**src/rtl/udp_frame_builder_if.sv**
```systemverilog
// Request, payload-in and frame-out handshake bundle of the UDP frame builder.
`timescale 1ns/1ps
interface udp_frame_builder_if;
  logic        start_valid;
  logic        start_ready;
  logic [15:0] start_len;
  logic [47:0] dst_mac;
  logic [47:0] src_mac;
  logic [31:0] src_ip;
  logic [31:0] dst_ip;
  logic [15:0] src_port;
  logic [15:0] dst_port;
  logic [7:0]  in_data;
  logic        in_valid;
  logic        in_ready;
  logic [7:0]  out_data;
  logic        out_valid;
  logic        out_ready;
  logic        out_sof;
  logic        out_eof;
  logic        len_err;
  logic        busy;

  modport slave (
    input  start_valid, start_len, dst_mac, src_mac, src_ip, dst_ip, src_port, dst_port,
    input  in_data, in_valid, out_ready,
    output start_ready, in_ready, out_data, out_valid, out_sof, out_eof, len_err, busy
  );

  modport master (
    output start_valid, start_len, dst_mac, src_mac, src_ip, dst_ip, src_port, dst_port,
    output in_data, in_valid, out_ready,
    input  start_ready, in_ready, out_data, out_valid, out_sof, out_eof, len_err, busy
  );
endinterface

```
**src/rtl/udp_frame_builder.sv**
```systemverilog
// Serialises Ethernet II + IPv4 + UDP frames (UDP_PCAP_HDR_EN prepends a PCAP record header).
// Latency: first frame byte valid 2 cycles after the start handshake, then 1 byte/cycle.
// Backpressure: single output register stalls on !out_ready; payload pulled only when it can load.
`timescale 1ns/1ps
module udp_frame_builder #(
  parameter int unsigned MAX_PAYLOAD = 1472,
  parameter logic [7:0]  IP_TTL      = 8'h0E,
  parameter logic [15:0] IP_ID_INIT  = 16'h0000
) (
  input logic                clock,
  input logic                reset_n,
  udp_frame_builder_if.slave bus
);
  typedef enum logic [1:0] {IDLE, CSUM, HDR, PAYLOAD} state_t;

  typedef struct packed {
    logic [47:0] dst_mac;
    logic [47:0] src_mac;
    logic [31:0] src_ip;
    logic [31:0] dst_ip;
    logic [15:0] src_port;
    logic [15:0] dst_port;
    logic [15:0] len;
  } hdr_t;

`ifdef UDP_PCAP_HDR_EN
  localparam int unsigned HDR_LEN = 58;
`else
  localparam int unsigned HDR_LEN = 42;
`endif
  localparam logic [5:0] LAST_IDX = 6'(HDR_LEN - 1);
  localparam logic [5:0] DONE_IDX = 6'(HDR_LEN);

  state_t      state, state_d;
  hdr_t        hdr_q;
  logic [15:0] ip_id, csum_q, csum_c, total_len, udp_len, rem;
  logic [5:0]  idx;
  logic [7:0]  out_data_q;
  logic        out_valid_q, out_sof_q, out_eof_q, len_err_q;
  logic        load_ok, start_fire, len_bad, eof_fire, hdr_ld, pay_ld, in_ready_c;
  logic [19:0] sum_raw;
  logic [16:0] sum_f1;
  logic [15:0] sum_f2;
  logic [335:0] eth_hdr;
  logic [0:HDR_LEN-1][7:0] hdr_bytes;

  assign load_ok    = !out_valid_q || bus.out_ready;
  assign start_fire = bus.start_valid && (state == IDLE);
  assign len_bad    = 32'(bus.start_len) > MAX_PAYLOAD;
  assign eof_fire   = out_valid_q && bus.out_ready && out_eof_q;
  assign in_ready_c = (state == PAYLOAD) && load_ok && (rem != 16'd0);
  assign total_len  = hdr_q.len + 16'd28;
  assign udp_len    = hdr_q.len + 16'd8;

  // Ten header words never exceed 20 bits, so two end-around folds always settle.
  assign sum_raw = 20'(16'h4500) + 20'(total_len) + 20'(ip_id) + 20'(16'h4000)
                 + 20'({IP_TTL, 8'h11})
                 + 20'(hdr_q.src_ip[31:16]) + 20'(hdr_q.src_ip[15:0])
                 + 20'(hdr_q.dst_ip[31:16]) + 20'(hdr_q.dst_ip[15:0]);
  assign sum_f1  = 17'(sum_raw[15:0]) + 17'(sum_raw[19:16]);
  assign sum_f2  = sum_f1[15:0] + 16'(sum_f1[16]);
  assign csum_c  = ~sum_f2;

  assign eth_hdr = {hdr_q.dst_mac, hdr_q.src_mac, 16'h0800,
                    8'h45, 8'h00, total_len, ip_id, 8'h40, 8'h00, IP_TTL, 8'h11, csum_q,
                    hdr_q.src_ip, hdr_q.dst_ip,
                    hdr_q.src_port, hdr_q.dst_port, udp_len, 16'h0000};

`ifdef UDP_PCAP_HDR_EN
  logic [15:0] rec_len;
  assign rec_len   = hdr_q.len + 16'd42;
  assign hdr_bytes = {64'h0, rec_len[7:0], rec_len[15:8], 16'h0000,
                      rec_len[7:0], rec_len[15:8], 16'h0000, eth_hdr};
`else
  assign hdr_bytes = eth_hdr;
`endif

  always_ff @(posedge clock or negedge reset_n) begin
    if (!reset_n) state <= IDLE;
    else          state <= state_d;
  end

  always_comb begin
    state_d = state;
    hdr_ld  = 1'b0;
    pay_ld  = 1'b0;
    case (state)
      IDLE: if (start_fire && !len_bad) state_d = CSUM;
      CSUM: state_d = HDR;
      HDR: begin
        hdr_ld = load_ok && (idx != DONE_IDX);
        if (hdr_ld && (idx == LAST_IDX) && (hdr_q.len != 16'd0)) state_d = PAYLOAD;
        if (eof_fire) state_d = IDLE;
      end
      PAYLOAD: begin
        pay_ld = bus.in_valid && in_ready_c;
        if (eof_fire) state_d = IDLE;
      end
      default: state_d = IDLE;
    endcase
  end

  always_ff @(posedge clock or negedge reset_n) begin
    if (!reset_n) begin
      hdr_q       <= '0;
      rem         <= '0;
      idx         <= '0;
      csum_q      <= '0;
      ip_id       <= IP_ID_INIT;
      len_err_q   <= 1'b0;
      out_valid_q <= 1'b0;
      out_data_q  <= '0;
      out_sof_q   <= 1'b0;
      out_eof_q   <= 1'b0;
    end else begin
      len_err_q <= start_fire && len_bad;
      if (start_fire) begin
        hdr_q <= '{dst_mac: bus.dst_mac, src_mac: bus.src_mac, src_ip: bus.src_ip,
                   dst_ip: bus.dst_ip, src_port: bus.src_port, dst_port: bus.dst_port,
                   len: bus.start_len};
        rem   <= bus.start_len;
        idx   <= '0;
      end
      if (state == CSUM) csum_q <= csum_c;
      if (eof_fire) ip_id <= ip_id + 16'd1;
      // Idle slots clear valid only when the held byte has left the register.
      if (hdr_ld) begin
        out_valid_q <= 1'b1;
        out_data_q  <= hdr_bytes[idx];
        out_sof_q   <= (idx == 6'd0);
        out_eof_q   <= (idx == LAST_IDX) && (hdr_q.len == 16'd0);
        idx         <= idx + 6'd1;
      end else if (pay_ld) begin
        out_valid_q <= 1'b1;
        out_data_q  <= bus.in_data;
        out_sof_q   <= 1'b0;
        out_eof_q   <= (rem == 16'd1);
        rem         <= rem - 16'd1;
      end else if (load_ok) begin
        out_valid_q <= 1'b0;
        out_sof_q   <= 1'b0;
        out_eof_q   <= 1'b0;
      end
    end
  end

  assign bus.start_ready = (state == IDLE);
  assign bus.busy        = (state != IDLE);
  assign bus.in_ready    = in_ready_c;
  assign bus.out_data    = out_data_q;
  assign bus.out_valid   = out_valid_q;
  assign bus.out_sof     = out_sof_q;
  assign bus.out_eof     = out_eof_q;
  assign bus.len_err     = len_err_q;
endmodule

```
**src/flat_wrapper.sv**
```systemverilog
// flat-port wrapper written by rule: the top's interface ports become plain ports
module udp_frame_builder_flat 
#(
  parameter int unsigned MAX_PAYLOAD = 1472,
  parameter logic [7:0]  IP_TTL      = 8'h0E,
  parameter logic [15:0] IP_ID_INIT  = 16'h0000
)
  (clock, reset_n, bus_start_valid, bus_start_len, bus_dst_mac, bus_src_mac, bus_src_ip, bus_dst_ip, bus_src_port, bus_dst_port, bus_in_data, bus_in_valid, bus_out_ready, bus_start_ready, bus_in_ready, bus_out_data, bus_out_valid, bus_out_sof, bus_out_eof, bus_len_err, bus_busy);
  udp_frame_builder_if bus_i ();
  input logic clock;
  input logic reset_n;
  input wire logic [$bits(bus_i.start_valid)-1:0] bus_start_valid;
  input wire logic [$bits(bus_i.start_len)-1:0] bus_start_len;
  input wire logic [$bits(bus_i.dst_mac)-1:0] bus_dst_mac;
  input wire logic [$bits(bus_i.src_mac)-1:0] bus_src_mac;
  input wire logic [$bits(bus_i.src_ip)-1:0] bus_src_ip;
  input wire logic [$bits(bus_i.dst_ip)-1:0] bus_dst_ip;
  input wire logic [$bits(bus_i.src_port)-1:0] bus_src_port;
  input wire logic [$bits(bus_i.dst_port)-1:0] bus_dst_port;
  input wire logic [$bits(bus_i.in_data)-1:0] bus_in_data;
  input wire logic [$bits(bus_i.in_valid)-1:0] bus_in_valid;
  input wire logic [$bits(bus_i.out_ready)-1:0] bus_out_ready;
  output wire logic [$bits(bus_i.start_ready)-1:0] bus_start_ready;
  output wire logic [$bits(bus_i.in_ready)-1:0] bus_in_ready;
  output wire logic [$bits(bus_i.out_data)-1:0] bus_out_data;
  output wire logic [$bits(bus_i.out_valid)-1:0] bus_out_valid;
  output wire logic [$bits(bus_i.out_sof)-1:0] bus_out_sof;
  output wire logic [$bits(bus_i.out_eof)-1:0] bus_out_eof;
  output wire logic [$bits(bus_i.len_err)-1:0] bus_len_err;
  output wire logic [$bits(bus_i.busy)-1:0] bus_busy;
  assign bus_i.start_valid = bus_start_valid;
  assign bus_i.start_len = bus_start_len;
  assign bus_i.dst_mac = bus_dst_mac;
  assign bus_i.src_mac = bus_src_mac;
  assign bus_i.src_ip = bus_src_ip;
  assign bus_i.dst_ip = bus_dst_ip;
  assign bus_i.src_port = bus_src_port;
  assign bus_i.dst_port = bus_dst_port;
  assign bus_i.in_data = bus_in_data;
  assign bus_i.in_valid = bus_in_valid;
  assign bus_i.out_ready = bus_out_ready;
  assign bus_start_ready = bus_i.start_ready;
  assign bus_in_ready = bus_i.in_ready;
  assign bus_out_data = bus_i.out_data;
  assign bus_out_valid = bus_i.out_valid;
  assign bus_out_sof = bus_i.out_sof;
  assign bus_out_eof = bus_i.out_eof;
  assign bus_len_err = bus_i.len_err;
  assign bus_busy = bus_i.busy;
  udp_frame_builder #(.MAX_PAYLOAD(MAX_PAYLOAD), .IP_TTL(IP_TTL), .IP_ID_INIT(IP_ID_INIT)) u_core (.clock(clock), .reset_n(reset_n), .bus(bus_i));
endmodule
```
**config.mk**
```make
export PLATFORM = sky130hd
export DESIGN_NAME = udp_frame_builder_flat
export DESIGN_NICKNAME = d
export VERILOG_FILES = /design/src/rtl/udp_frame_builder_if.sv /design/src/rtl/udp_frame_builder.sv /design/src/flat_wrapper.sv
export SDC_FILE = /design/constraint.sdc
export NUM_CORES = 1
export LEC_CHECK = 0
export CAP_MARGIN = 0
export CORE_ASPECT_RATIO = 0.7
export CORE_MARGIN = 8
export CORE_UTILIZATION = 27
export CTS_BUF_LIST = sky130_fd_sc_hd__clkbuf_4
export DETAILED_ROUTE_END_ITERATION = 8
export GPL_TIMING_DRIVEN = 0
export PLACE_DENSITY = 0.55
export SLEW_MARGIN = 10
export SYNTH_ARGS = -nofsm -noshare
export SYNTH_HDL_FRONTEND = slang
export SYNTH_SLANG_ARGS = --single-unit
export TNS_END_PERCENT = 10
```
**constraint.sdc**
```tcl
create_clock -name clock -period 16 [get_ports clock]
set_clock_uncertainty 0.05 [all_clocks]
set_input_delay 4 -clock clock [delete_from_list [all_inputs] [get_ports clock]]
set_output_delay 4 -clock clock [all_outputs]
set_load 0.05 [all_outputs]
```
==> flow_metrics.py <==
metrics = {
    "global_route": {
        "use_met1": 0.2758,
        "grt_pass1_vias": 15720,
        "gr-max-usage-layer": "met1",
        "met3_usage": 0.06336,
        "grt_max_degree": 102,
        "overflow": 0,
        "antenna_found_initial": 6,
        "grt_usage": 0.1905,
        "use_met2": 0.2717,
        "grt_pass1_wl_um": 101200,
    },
    "cts": {
        "cts_made_buffers": 74,
        "clockBufferDepth": 3,
        "htreeDepth": 3,
        "clock_sinks": 276,
        "cts_root_buf": "clkbuf_4",
        "cts_setup_buffers": 0,
        "cts_tree": "yes",
        "clock_latency_ns": 0.83,
        "clkTransAtPathRegs_ns": 0.07,
        "post_cts_resized": 0,
        "holdBufCountCts": 0,
    },
    "setup_path": {
        "crit_path_max_incr_delay_ns": 0.62,
        "r2r_slack_ns": 5.64,
        "rr_worst_depth": 38,
        "cp_max_fo": 10,
        "cp-end-kind": "register",
        "crit_type": "reg2reg",
        "r2r-start": "u_core.hdr_q[6]",
        "worstSetupStartpointType": "register",
        "crit_start": "u_core.hdr_q[6]",
        "worstPathRequired_ns": 16.67,
        "r2r_end": "u_core.csum_q[9]",
        "critPathCapture": "u_core.csum_q[9]",
        "cpMaxStageDelayCell": "xor2_1",
        "arrival_ns": 11.03,
    },
    "final_layout": {
        "nFillCells": 6485,
        "stdcell_count": 3051,
        "final_net_count": 2512,
        "drive_above_1_share": 0.09685,
        "syn2layout_area_growth_pct": 25.61,
    },
    "synth": {
        "yosys.area.top_type": "dfrtp_1",
        "async_flop_share": 1.000,
        "synthAdderAreaFrac": 0.1159,
        "synth_top_area_share": 0.4056,
        "synthTopCellsByArea": "dfrtp_1 (41%), nand2_1 (15%), mux4_2 (8.7%)",
        "yosysMostFrequentCell": "nand2_1",
        "synth_common_cells": "nand2_1 (667), dfrtp_1 (276), inv_1 (122)",
        "synth_edf_count": 0,
        "yosys.area_share.simple": 0.2104,
        "synth_top_family_by_area": "simple AND/OR/NAND/NOR gates",
        "synth-compound-area-share": 0.08324,
        "yosysWarnings": 0,
        "synth_cell_types": 73,
        "syn_area_per_cell_um2": 9.166,
        "synthFlopType": "dfrtp_1",
        "synth_xor_area_frac": 0.03754,
        "ys_ff_latch": 276,
        "ys_seq_area_frac": 0.4056,
        "netlist_area_mm2": 0.01703,
        "netlist_instances": 1858,
        "muxShareOfSynthArea": 0.09904,
        "syn_nets": 2199,
    },
    "timing": {
        "rsz0062_at_grt": "false",
        "finalWorstSetupSlack_ns": 5.637,
        "hold_ws_ns": 0.4227,
        "worst_slew_pin_slew_ns": 1.199,
        "fmax_mhz": 96.50,
        "max_slew_margin": 0.2007,
        "min_period_ns": 10.36,
        "period_share": 0.6477,
        "finalHoldViolCount": 0,
        "setup_viol": 0,
        "drv_slew": 0,
    },
    "placement": {
        "hpwl_um": 55260,
        "io_buffers": 235,
        "place_inst": 2924,
        "place.gp.congestion": 0.9626,
        "dp_worst_setup_slack_ns": 5.922,
    },
    "floorplan": {
        "chipWidth_um": 316.2,
        "dieHeight_um": 226.1,
        "initial_utilization": 0.2715,
        "num_rows": 77,
        "coreArea_mm2": 0.06272,
        "io_pins": 236,
        "fp.dieArea_mm2": 0.07150,
    },
    "route": {
        "drc": 0,
        "route.detailed.wl_per_inst_um": 22.56,
        "vias": 15450,
        "ant_nets": 0,
        "avgViaCountPerCell": 5.064,
        "wl_um": 68820,
        "first_iter_violations": 1575,
        "firstDrtPassIters": 6,
    },
    "flow_run": {
        "cap_violations": 0,
    },
    "worst_hold_path": {
        "hold_class": "reg2reg",
    },
    "status": {
        "status": "complete, no violations",
    },
}
## flip-flops by register name, indices dropped and copies added (netlist names)
signal                cells
u_core.ip_id             16
u_core.state              2
u_core.bus.out_eof        1
u_core.bus.out_data       8
u_core.csum_q            16
u_core.bus.len_err        1
u_core.bus.out_valid      1
u_core.rem               16
u_core.bus.out_sof        1
u_core.idx                6
u_core.eth_hdr          192
u_core.hdr_q             16
## routing by layer
| metal | part of all wire | up-vias |
|---|---|---|
| met5 | 0.00019 | - |
| met3 | 0.11 | 92 |
| met1 | 0.46 | 7824 |
| li1 | - | 6828 |
| met2 | 0.42 | 705 |
| met4 | 0.020 | 2 |
## area by class of cell
| class | count | area [µm²] | share of cell area |
|---|---|---|---|
| timing repair buffer | 237 | 2412 | 0.1128 |
| multi-input combinational | 1365 | 9301 | 0.4348 |
| antenna | 2 | 5.005 | 0.0002340 |
| buffer | 94 | 360.3 | 0.01685 |
| sequential | 276 | 6907 | 0.3229 |
| clock inverter | 24 | 148.9 | 0.006960 |
| tap | 829 | 1037 | 0.04849 |
| inverter | 123 | 461.7 | 0.02158 |
| clock buffer | 101 | 758.2 | 0.03544 |
## how the worst min path moves through the flow
stage	start	endpoint	depth (start not counted)
2_1_floorplan	u_core.eth_hdr[248]	u_core.eth_hdr[248]	2
3_3_place_gp	u_core.eth_hdr[288]	u_core.eth_hdr[288]	2
3_5_place_dp	u_core.eth_hdr[329]	u_core.eth_hdr[329]	2
4_1_cts	u_core.eth_hdr[286]	u_core.eth_hdr[286]	2
5_1_grt	u_core.eth_hdr[299]	u_core.eth_hdr[299]	2
6_report	u_core.eth_hdr[331]	u_core.eth_hdr[331]	2
## worst max-delay path, delay by kind of cell (launching register included)
kind                       cells  cell delay, ns
AOI/OAI and AO/OA              7            1.90
xor gates and xnor gates       4            1.18
adders and majority gates      8            3.02
buffers and inverters          4            0.71
DFF                            1            0.33
muxes                          1            0.28
and+or+nand+nor               14            2.81
## per-stage QoR
step	cell area (µm²)	TNS, ns	util
4_1_cts	21390	0	0.3410
5_1_grt	21390	0	0.3410
3_3_place_gp	20420	-372.49	0.3256
6_report	21390	0	0.3411
2_1_floorplan	17030	0	-
3_5_place_dp	20480	0	0.3265
## placed cells by master, fill, tap and decap left out, drive strengths merged, types with 16 or more instances in the layout
master and n:
nand2 668, dfrtp 276, clkdlybuf4s50 234, clkbuf 182, inv 127, o21ai 71, mux4 66, nor2 63
fa 63, a21oi 61, ha 57, xnor2 45, xor2 28, nand3 27, nor3 23, clkinv 18
buf 16
## logic make-up (layout without fill, tap and decap cells)
kind of cell / count (synthesis) / count (layout)
AO/OA/AOI/OAI: 219 / 219
XOR/XNOR: 73 / 73
adder cells (fa/ha/maj): 120 / 120
buffers and inverters: 217 / 579
flip-flops: 276 / 276
multiplexers: 85 / 85
other: 0 / 2
AND/OR/NAND/NOR: 868 / 868
Power is not shown: default switching activity piles up to over one toggle a cycle in this logic, so the estimate is an artifact.
